`config.mk`:
```
export PLATFORM = sky130hd
export DESIGN_NAME = pong_ball_engine
export DESIGN_NICKNAME = d
export VERILOG_FILES = /design/src/rtl/pong_ball_engine.sv
export SDC_FILE = /design/constraint.sdc
export NUM_CORES = 1
export LEC_CHECK = 0
export CORE_ASPECT_RATIO = 2
export CORE_MARGIN = 5
export CORE_UTILIZATION = 35
export CTS_CLUSTER_DIAMETER = 100
export DETAILED_ROUTE_END_ITERATION = 10
export GPL_ROUTABILITY_DRIVEN = 0
export PLACE_DENSITY_LB_ADDON = 0.05
export SETUP_SLACK_MARGIN = 0.02
export SLEW_MARGIN = 20
export SYNTH_ARGS = -nofsm -noshare
export SYNTH_HDL_FRONTEND = slang
export SYNTH_SLANG_ARGS = --single-unit
```
`constraint.sdc`:
```
create_clock -name pixel_clk -period 5.86 [get_ports pixel_clk]
set_input_delay 1.758 -clock pixel_clk [delete_from_list [all_inputs] [get_ports pixel_clk]]
set_output_delay 1.758 -clock pixel_clk [all_outputs]
set_load 0.02 [all_outputs]
```
`src/rtl/pong_ball_engine.sv`:
```
// Pong game-logic stage: once per frame_tick it moves the ball, bounces it off
// walls and paddles, scores misses and sequences serve / play / game-over.
module pong_ball_engine #(
  parameter int SCREEN_W     = 640,
  parameter int SCREEN_H     = 480,
  parameter int BALL_SIZE    = 25,
  parameter int PADDLE_W     = 10,
  parameter int PADDLE_H     = 150,
  parameter int PADDLE_L_X   = 40,
  parameter int PADDLE_R_X   = 600,
  parameter int BALL_INI_X   = 269,
  parameter int BALL_INI_Y   = 189,
  parameter int BALL_SPEED   = 4,
  parameter int WIN_SCORE    = 9,
  parameter int SERVE_FRAMES = 60
) (
  input  logic       pixel_clk,
  input  logic       reset_n,
  input  logic       frame_tick,
  input  logic       start,
  input  logic [9:0] paddle_L_y,
  input  logic [9:0] paddle_R_y,
  output logic [9:0] ball_x,
  output logic [9:0] ball_y,
  output logic [3:0] score_one,
  output logic [3:0] score_two,
  output logic [1:0] game_state,
  output logic       point_pulse,
  output logic [1:0] winner
);
  typedef enum logic [1:0] {IDLE = 2'd0, SERVE = 2'd1, PLAY = 2'd2, GAME_OVER = 2'd3} state_e;
  typedef logic signed [12:0] pos_t;
  typedef logic signed [10:0] vel_t;

  localparam int CW = $clog2(SERVE_FRAMES + 1);
  localparam pos_t ZERO     = '0;
  localparam pos_t L_FACE   = pos_t'(PADDLE_L_X + PADDLE_W);
  localparam pos_t R_FACE   = pos_t'(PADDLE_R_X);
  localparam pos_t X_STOP_R = pos_t'(PADDLE_R_X - BALL_SIZE);
  localparam pos_t BSZ      = pos_t'(BALL_SIZE);
  localparam pos_t PH       = pos_t'(PADDLE_H);
  localparam pos_t RIGHT    = pos_t'(SCREEN_W);
  localparam pos_t Y_MAX    = pos_t'(SCREEN_H - BALL_SIZE);
  localparam vel_t V_POS    = vel_t'(BALL_SPEED);
  localparam vel_t V_NEG    = vel_t'(-BALL_SPEED);
  localparam logic [9:0] INI_X = 10'(BALL_INI_X);
  localparam logic [9:0] INI_Y = 10'(BALL_INI_Y);
  localparam logic [3:0] WIN   = 4'(WIN_SCORE);
  localparam logic [CW-1:0] SF = CW'(SERVE_FRAMES);

  state_e        state_q;
  logic [9:0]    x_q, y_q;
  vel_t          vx_q, vy_q;
  logic [3:0]    s1_q, s2_q;
  logic          pulse_q;
  logic [1:0]    win_q;
  logic [CW-1:0] cnt_q;

  // Positions are widened to signed 13 bits so a step past 0 goes negative.
  pos_t x_s, nx, ny, pl_s, pr_s;
  logic hit_l, hit_r, miss_l, miss_r;
  logic [3:0] s1_inc, s2_inc;
  logic [CW-1:0] cnt_inc;

  assign x_s  = $signed({3'b000, x_q});
  assign nx   = x_s + pos_t'(vx_q);
  assign ny   = $signed({3'b000, y_q}) + pos_t'(vy_q);
  assign pl_s = $signed({3'b000, paddle_L_y});
  assign pr_s = $signed({3'b000, paddle_R_y});

  // Face-side tests: the ball must start on the near side of the paddle face.
  assign hit_l = vx_q[10] && (x_s >= L_FACE) && (nx <= L_FACE)
              && (ny < pl_s + PH) && (ny + BSZ > pl_s);
  assign hit_r = !vx_q[10] && (vx_q != V_POS - V_POS) && (x_s + BSZ <= R_FACE)
              && (nx + BSZ >= R_FACE) && (ny < pr_s + PH) && (ny + BSZ > pr_s);
  assign miss_l = (nx <= ZERO);
  assign miss_r = (nx + BSZ >= RIGHT);

  assign s1_inc  = (s1_q >= WIN) ? s1_q : s1_q + 4'd1;
  assign s2_inc  = (s2_q >= WIN) ? s2_q : s2_q + 4'd1;
  assign cnt_inc = cnt_q + CW'(1);

  always_ff @(posedge pixel_clk or negedge reset_n) begin
    if (!reset_n) begin
      state_q <= IDLE;
      x_q     <= INI_X;
      y_q     <= INI_Y;
      vx_q    <= V_POS;
      vy_q    <= V_POS;
      s1_q    <= '0;
      s2_q    <= '0;
      pulse_q <= 1'b0;
      win_q   <= 2'd0;
      cnt_q   <= '0;
    end else begin
      pulse_q <= 1'b0;
      case (state_q)
        IDLE: if (start) begin
          state_q <= SERVE;
          cnt_q   <= '0;
        end
        SERVE: if (frame_tick) begin
          cnt_q <= cnt_inc;
          if (cnt_inc == SF) state_q <= PLAY;
        end
        PLAY: if (frame_tick) begin
          if (ny <= ZERO) begin
            y_q  <= '0;
            vy_q <= V_POS;
          end else if (ny >= Y_MAX) begin
            y_q  <= Y_MAX[9:0];
            vy_q <= V_NEG;
          end else begin
            y_q  <= ny[9:0];
          end
          if (hit_l) begin
            x_q  <= L_FACE[9:0];
            vx_q <= V_POS;
          end else if (hit_r) begin
            x_q  <= X_STOP_R[9:0];
            vx_q <= V_NEG;
          end else if (miss_l || miss_r) begin
            // Re-serve toward the loser; the y write here overrides the wall update.
            pulse_q <= 1'b1;
            x_q     <= INI_X;
            y_q     <= INI_Y;
            vx_q    <= miss_l ? V_NEG : V_POS;
            cnt_q   <= '0;
            state_q <= SERVE;
            if (miss_l) begin
              s2_q <= s2_inc;
              if (s2_inc == WIN) begin
                state_q <= GAME_OVER;
                win_q   <= 2'd2;
              end
            end else begin
              s1_q <= s1_inc;
              if (s1_inc == WIN) begin
                state_q <= GAME_OVER;
                win_q   <= 2'd1;
              end
            end
          end else begin
            x_q <= nx[9:0];
          end
        end
        GAME_OVER: if (start) begin
          s1_q    <= '0;
          s2_q    <= '0;
          win_q   <= 2'd0;
          vx_q    <= V_POS;
          cnt_q   <= '0;
          state_q <= SERVE;
        end
      endcase
    end
  end

  assign ball_x      = x_q;
  assign ball_y      = y_q;
  assign score_one   = s1_q;
  assign score_two   = s2_q;
  assign game_state  = state_q;
  assign point_pulse = pulse_q;
  assign winner      = win_q;
endmodule

```
# After elaboration in Yosys (flattened, before gate mapping)
# Cells that the tools add are included.
# op_classes
n_addsub	10
magnitude_cmp	14
eq_ne	19
muxes	64
n_reduce_logical	24
# op_table
operator	n
2-to-1 mux 11 bit	8
2-to-1 mux 10 bit	8
2-to-1 mux 4 bit	13
2-to-1 mux 2 bit	18
2-to-1 mux 6 bit	6
adder 12 x 6 -> 13 bit (second input constant)	2
>= comparator 13 x 11 -> 1 bit (second input constant)	2
> comparator 13 x 11 -> 1 bit	2
adder 11 x 11 -> 12 bit	2
<= comparator 12 x 1 -> 1 bit (second input constant)	2
less-than comparator 12 bit	2
adder 10 x 8 -> 11 bit (second input constant)	2
one-hot mux 11 bit (2 select lines)	1
AND reduction 7 bit	3
inequality test 2 bit (second input constant)	9
one-hot mux 6 bit (3 select lines)	1
one-hot mux 4 bit (2 select lines)	2
>= comparator 12 x 10 -> 1 bit (second input constant)	1
<= comparator 12 x 7 -> 1 bit (second input constant)	1
adder 10 x 5 -> 11 bit (second input constant)	1
<= comparator 11 x 10 -> 1 bit (second input constant)	1
nonzero test 11 bit	1
>= comparator 10 x 6 -> 1 bit (second input constant)	1
logical AND 1 bit	9
other kinds (23)	33
# word_totals
reg_bits	61
in_bits	24
output_inout_bits	33
wordCells	141

# Logic depth before layout (Yosys ltp)
# logic_depth
depth_word	10
ltp_mapped	19
ltp_nobuf	18

# Worst setup path before layout
# No wires, ideal clock.
# synth_path
path_kind	input port to flip-flop
startpoint	input paddle_L_y[1]
endpoint	register state_q[1] (netlist: game_state[1])
setup_time_ns	0.125
arrival_ns	4.751
t_required_ns	5.735
path_slack_ns	0.984
path_stages	16
n_path_buf	0
path_cell_list	inv_1 > ha_1 > o21a_1 > nor3_1 > o21ai_0 > xnor2_1 > ha_1 > a2111o_1 > a211oi_1 > a21o_1 > a32oi_1 > a2111oi_4 > a21oi_4 > a31oi_4 > a21oi_2 > mux2_4
# synth_via
elab_chain_len	6
elab_cells_between_ends	7
classes_between	1 x add/sub; 2 x order compare; 1 x eq/ne; 3 x reduce/logical
# synth_lines
element	line	rtl
start: declaration	21	input logic [9:0] paddle_L_y,
adder 10 x 8 -> 11 bit	73	&& (ny < pl_s + PH) && (ny + BSZ > pl_s);
less-than comparator 12 bit	73	
logical AND 1 bit	73	
logical AND 1 bit (*)	73	
inequality test 2 bit (no source line) (*)	-	
AND reduction 7 bit (no source line) (*)	-	
end signal: assignment	85	state_q <= IDLE;
end signal: assignment	99	state_q <= SERVE;
end signal: assignment	104	if (cnt_inc == SF) state_q <= PLAY;
end: declaration	51	state_e state_q;
# Every way passes the cells marked *; elsewhere a longest branch is shown, timed or not.
# A chain may end at the register's enable or synchronous reset.

# Worst setup path in the final report
# layout_path
startpoint	input paddle_R_y[1]
endpoint	register state_q[1] (netlist: game_state[1])
# layout_via
elab_chain_len	6
elab_cells_between_ends	7
classes_between	1 x add/sub; 2 x order compare; 1 x eq/ne; 3 x reduce/logical
# layout_lines
element	line	rtl
start: declaration	22	input logic [9:0] paddle_R_y,
adder 10 x 8 -> 11 bit	75	&& (nx + BSZ >= R_FACE) && (ny < pr_s + PH) && (ny + BSZ > pr_s);
less-than comparator 12 bit	75	
logical AND 1 bit	75	
logical AND 1 bit (*)	75	
inequality test 2 bit (no source line) (*)	-	
AND reduction 7 bit (no source line) (*)	-	
# Marks and branches as above.

==> results.json <==
{
  "yosys_warnings": 0,
  "fp.dieH_um": 180.7,
  "critPathRequiredTime_ns": 6.04,
  "initial_core_util": 0.3552,
  "async_flop_share": 1.000,
  "use_met1": 0.1767,
  "wl_per_cell_um": 18.19,
  "core_area_um2": 14350,
  "grt_pass1_vias": 5165,
  "cts_hold_buf": 0,
  "diodes": 0,
  "grt_max_degree": 42,
  "cellLeakagePower_nw": 2.788,
  "worstSetupPathType": "primary input to flop",
  "pre_cts_ws_ns": 0.09583,
  "finalHoldViolCount": 0,
  "synth_edf_count": 0,
  "critPathMaxFanout": 12,
  "fin_tns_setup_ns": 0,
  "total_power_mw": 3.848,
  "drt-initial-drc-count": 135,
  "post_cts_resized": 0,
  "dr_total_vias": 4813,
  "use_met3": 0.01964,
  "yosysSeqAreaShare": 0.2037,
  "gr-total-overflow": 0,
  "start_kind": "primary input",
  "synth_area_um2": 5097,
  "synth.avg_cell_area_um2": 8.356,
  "status": "finished, final reports clean",
  "fin_skew_ns": 0.004793,
  "ys_types": 83,
  "drtAntennaViolNets": 0,
  "rsz0062_at_grt": "no",
  "synth_seq_cells": 41,
  "nFillCells": 1462,
  "synthCells": 610,
  "dieArea_um2": 17220,
  "first_pass_iters": 4,
  "finalMaxSlewViolations": 0,
  "finalCritPeriodShare": 0.9297,
  "vdd_ir_drop_max_uv": 260.0,
  "tightest_slew_ns": 0.7461,
  "p_per_area_nw_per_um2": 627.6,
  "htreeDepth": 2,
  "vias_per_cell": 5.519,
  "use_met2": 0.3858,
  "synth_ff_type": "dfrtp_1",
  "fp.dieW_um": 95.34,
  "hold_depth": 2,
  "cts_tree": "done",
  "worstRegToRegCells": 18,
  "clk-insertion-delay-late_ns": 0.29,
  "num_rows": 62,
  "top_usage_layer": "met2",
  "drcViolationCount": 0,
  "grt_pass1_wl_um": 25500,
  "root_buffer": "clkbuf_16",
  "max-slew-margin-rel": 0.5014,
  "antenna_found_initial": 0,
  "cts_sinks": 41,
  "syn_nets": 715,
  "final_nets": 784,
  "max-cap-violations": 0,
  "boundaryPins": 57,
  "crit_path_end_kind": "flop",
  "drive_gt1_frac": 0.09412,
  "finalSetupViolations": 0,
  "numCtsBuffers": 5,
  "cts.clk_slew.worst_paths_ns": 0.07,
  "finalWirelength_um": 15860,
  "grt_util_all_layers": 0.1871,
  "fmaxAchievable_mhz": 183.6,
  "crit_arrival_ns": 5.63,
  "portBuffers": 56,
  "dpl.hpwl_um": 13140,
  "hold_class": "flop to flop",
  "clockBufferDepth": 2,
  "syn2layout_area_growth_pct": 20.27,
  "finalCriticalPeriod_ns": 5.448,
  "fin_ws_ns": 0.4121,
  "post_cts_buffers": 0
}
==> synthesized netlist by cell type (all sizes together) (5+ instances only) <==
cell	instances	area [µm²]
ha	79	988.5
nand2	54	202.7
inv	49	183.9
nor2	46	172.7
o21ai	44	220.2
a21oi	37	200.2
dfrtp	31	775.7
xnor2	28	252.8
nand3	21	105.1
a21o	17	127.6
nand4	12	75.07
o21a	12	90.09
xor2	12	112.6
a31oi	11	98.84
nor3	11	55.05
dfstp	10	262.8
nor2b	9	63.81
o31ai	9	72.57
nand2b	7	46.30
a211oi	6	62.56
and2	6	37.54
and3	6	37.54
clkbuf	6	22.52
nor4	6	43.79
mux2i	5	50.05
==> cell type report <==
class,instances,area (µm²),area share
clock buffers,5,125.1,0.02041
clock inverters,3,25.02,0.004082
inverters,49,183.9,0.03000
multi-input cells,510,3840,0.6263
flip-flops and latches,41,1039,0.1694
well taps,192,240.2,0.03918
repair buffers,72,678.2,0.1106
==> routing by layer <==
metal / routed length, µm / part of all wire
met5: 0 / 0
met4: 529 / 0.033
met3: 426 / 0.027
met2: 9334 / 0.59
met1: 5574 / 0.35
==> stage by stage <==
stage	instances	cell area [µm²]	hold slack, ns	utilization
after floorplan	610	5097	0.5179	-
after global placement	864	5978	0.4863	0.4166
after detailed placement	864	5978	0.4921	0.4166
after CTS	872	6128	0.5027	0.4270
after global routing	872	6131	0.5276	0.4272
final	872	6131	0.4997	0.4272
==> registers in the layout, summed over array words and instances (netlist names) <==
| signal | cells |
|---|---|
| ball_x | 10 |
| winner | 2 |
| point_pulse | 1 |
| vx_q | 1 |
| score_one | 4 |
| cnt_q | 6 |
| game_state | 2 |
| score_two | 4 |
| vy_q | 1 |
| ball_y | 10 |
==> path summary, 6_finish.rpt <==
path	start	to	slack [ns]
max	paddle_R_y[1]	game_state[1]	0.41
min	ball_x[8]	ball_x[8]	0.50
max reg2reg	vy_q[9]	cnt_q[3]	0.59
min reg2reg	ball_x[8]	ball_x[8]	0.50
max in group asynchronous	reset_n	ball_y[2]	4.01
min in group asynchronous	reset_n	ball_x[7]	1.46
==> placed cells by master (no fill, tap or decap), drive strengths merged, types with 12 or more instances in the layout <==
master / instances
a21o: 17
nand2: 54
a21oi: 37
nand4: 12
nor2: 46
ha: 79
inv: 50
dfrtp: 31
clkdlybuf4s50: 55
xnor2: 28
o21ai: 44
nand3: 21
o21a: 12
xor2: 12
buf: 17
==> worst max-delay path, stage by stage <==
cell             delay [ns]
clkdlybuf4s50_1        0.48
inv_1                  0.07
ha_1                   0.23
o21a_1                 0.25
nor3_1                 0.26
o21ai_0                0.15
xnor2_1                0.14
ha_1                   0.29
a211o_1                0.29
a21oi_1                0.17
nand2_1                0.06
o21ai_0                0.16
a32oi_1                0.12
a2111oi_4              0.35
a21oi_4                0.20
a31oi_4                0.25
a21oi_2                0.08
mux2_4                 0.30
==> logic make-up after synthesis <==
| family | after synthesis | share of synthesized area |
|---|---|---|
| flops | 41 | 0.2037 |
| xor+xnor | 40 | 0.07168 |
| mux | 9 | 0.01939 |
| compound gates | 181 | 0.2614 |
| simple gates | 199 | 0.1978 |
| buf+inv | 59 | 0.04418 |
| fa+ha+maj | 81 | 0.2018 |
==> power breakdown <==
| part | internal (mW) | switching [mW] | leakage, nW |
|---|---|---|---|
| logic | 1.26 | 1.81 | 2.20 |
| clock network | 0.161 | 0.136 | 0.0704 |
| registers | 0.371 | 0.116 | 0.518 |
Note: power is estimated with default switching activity, not from simulation.
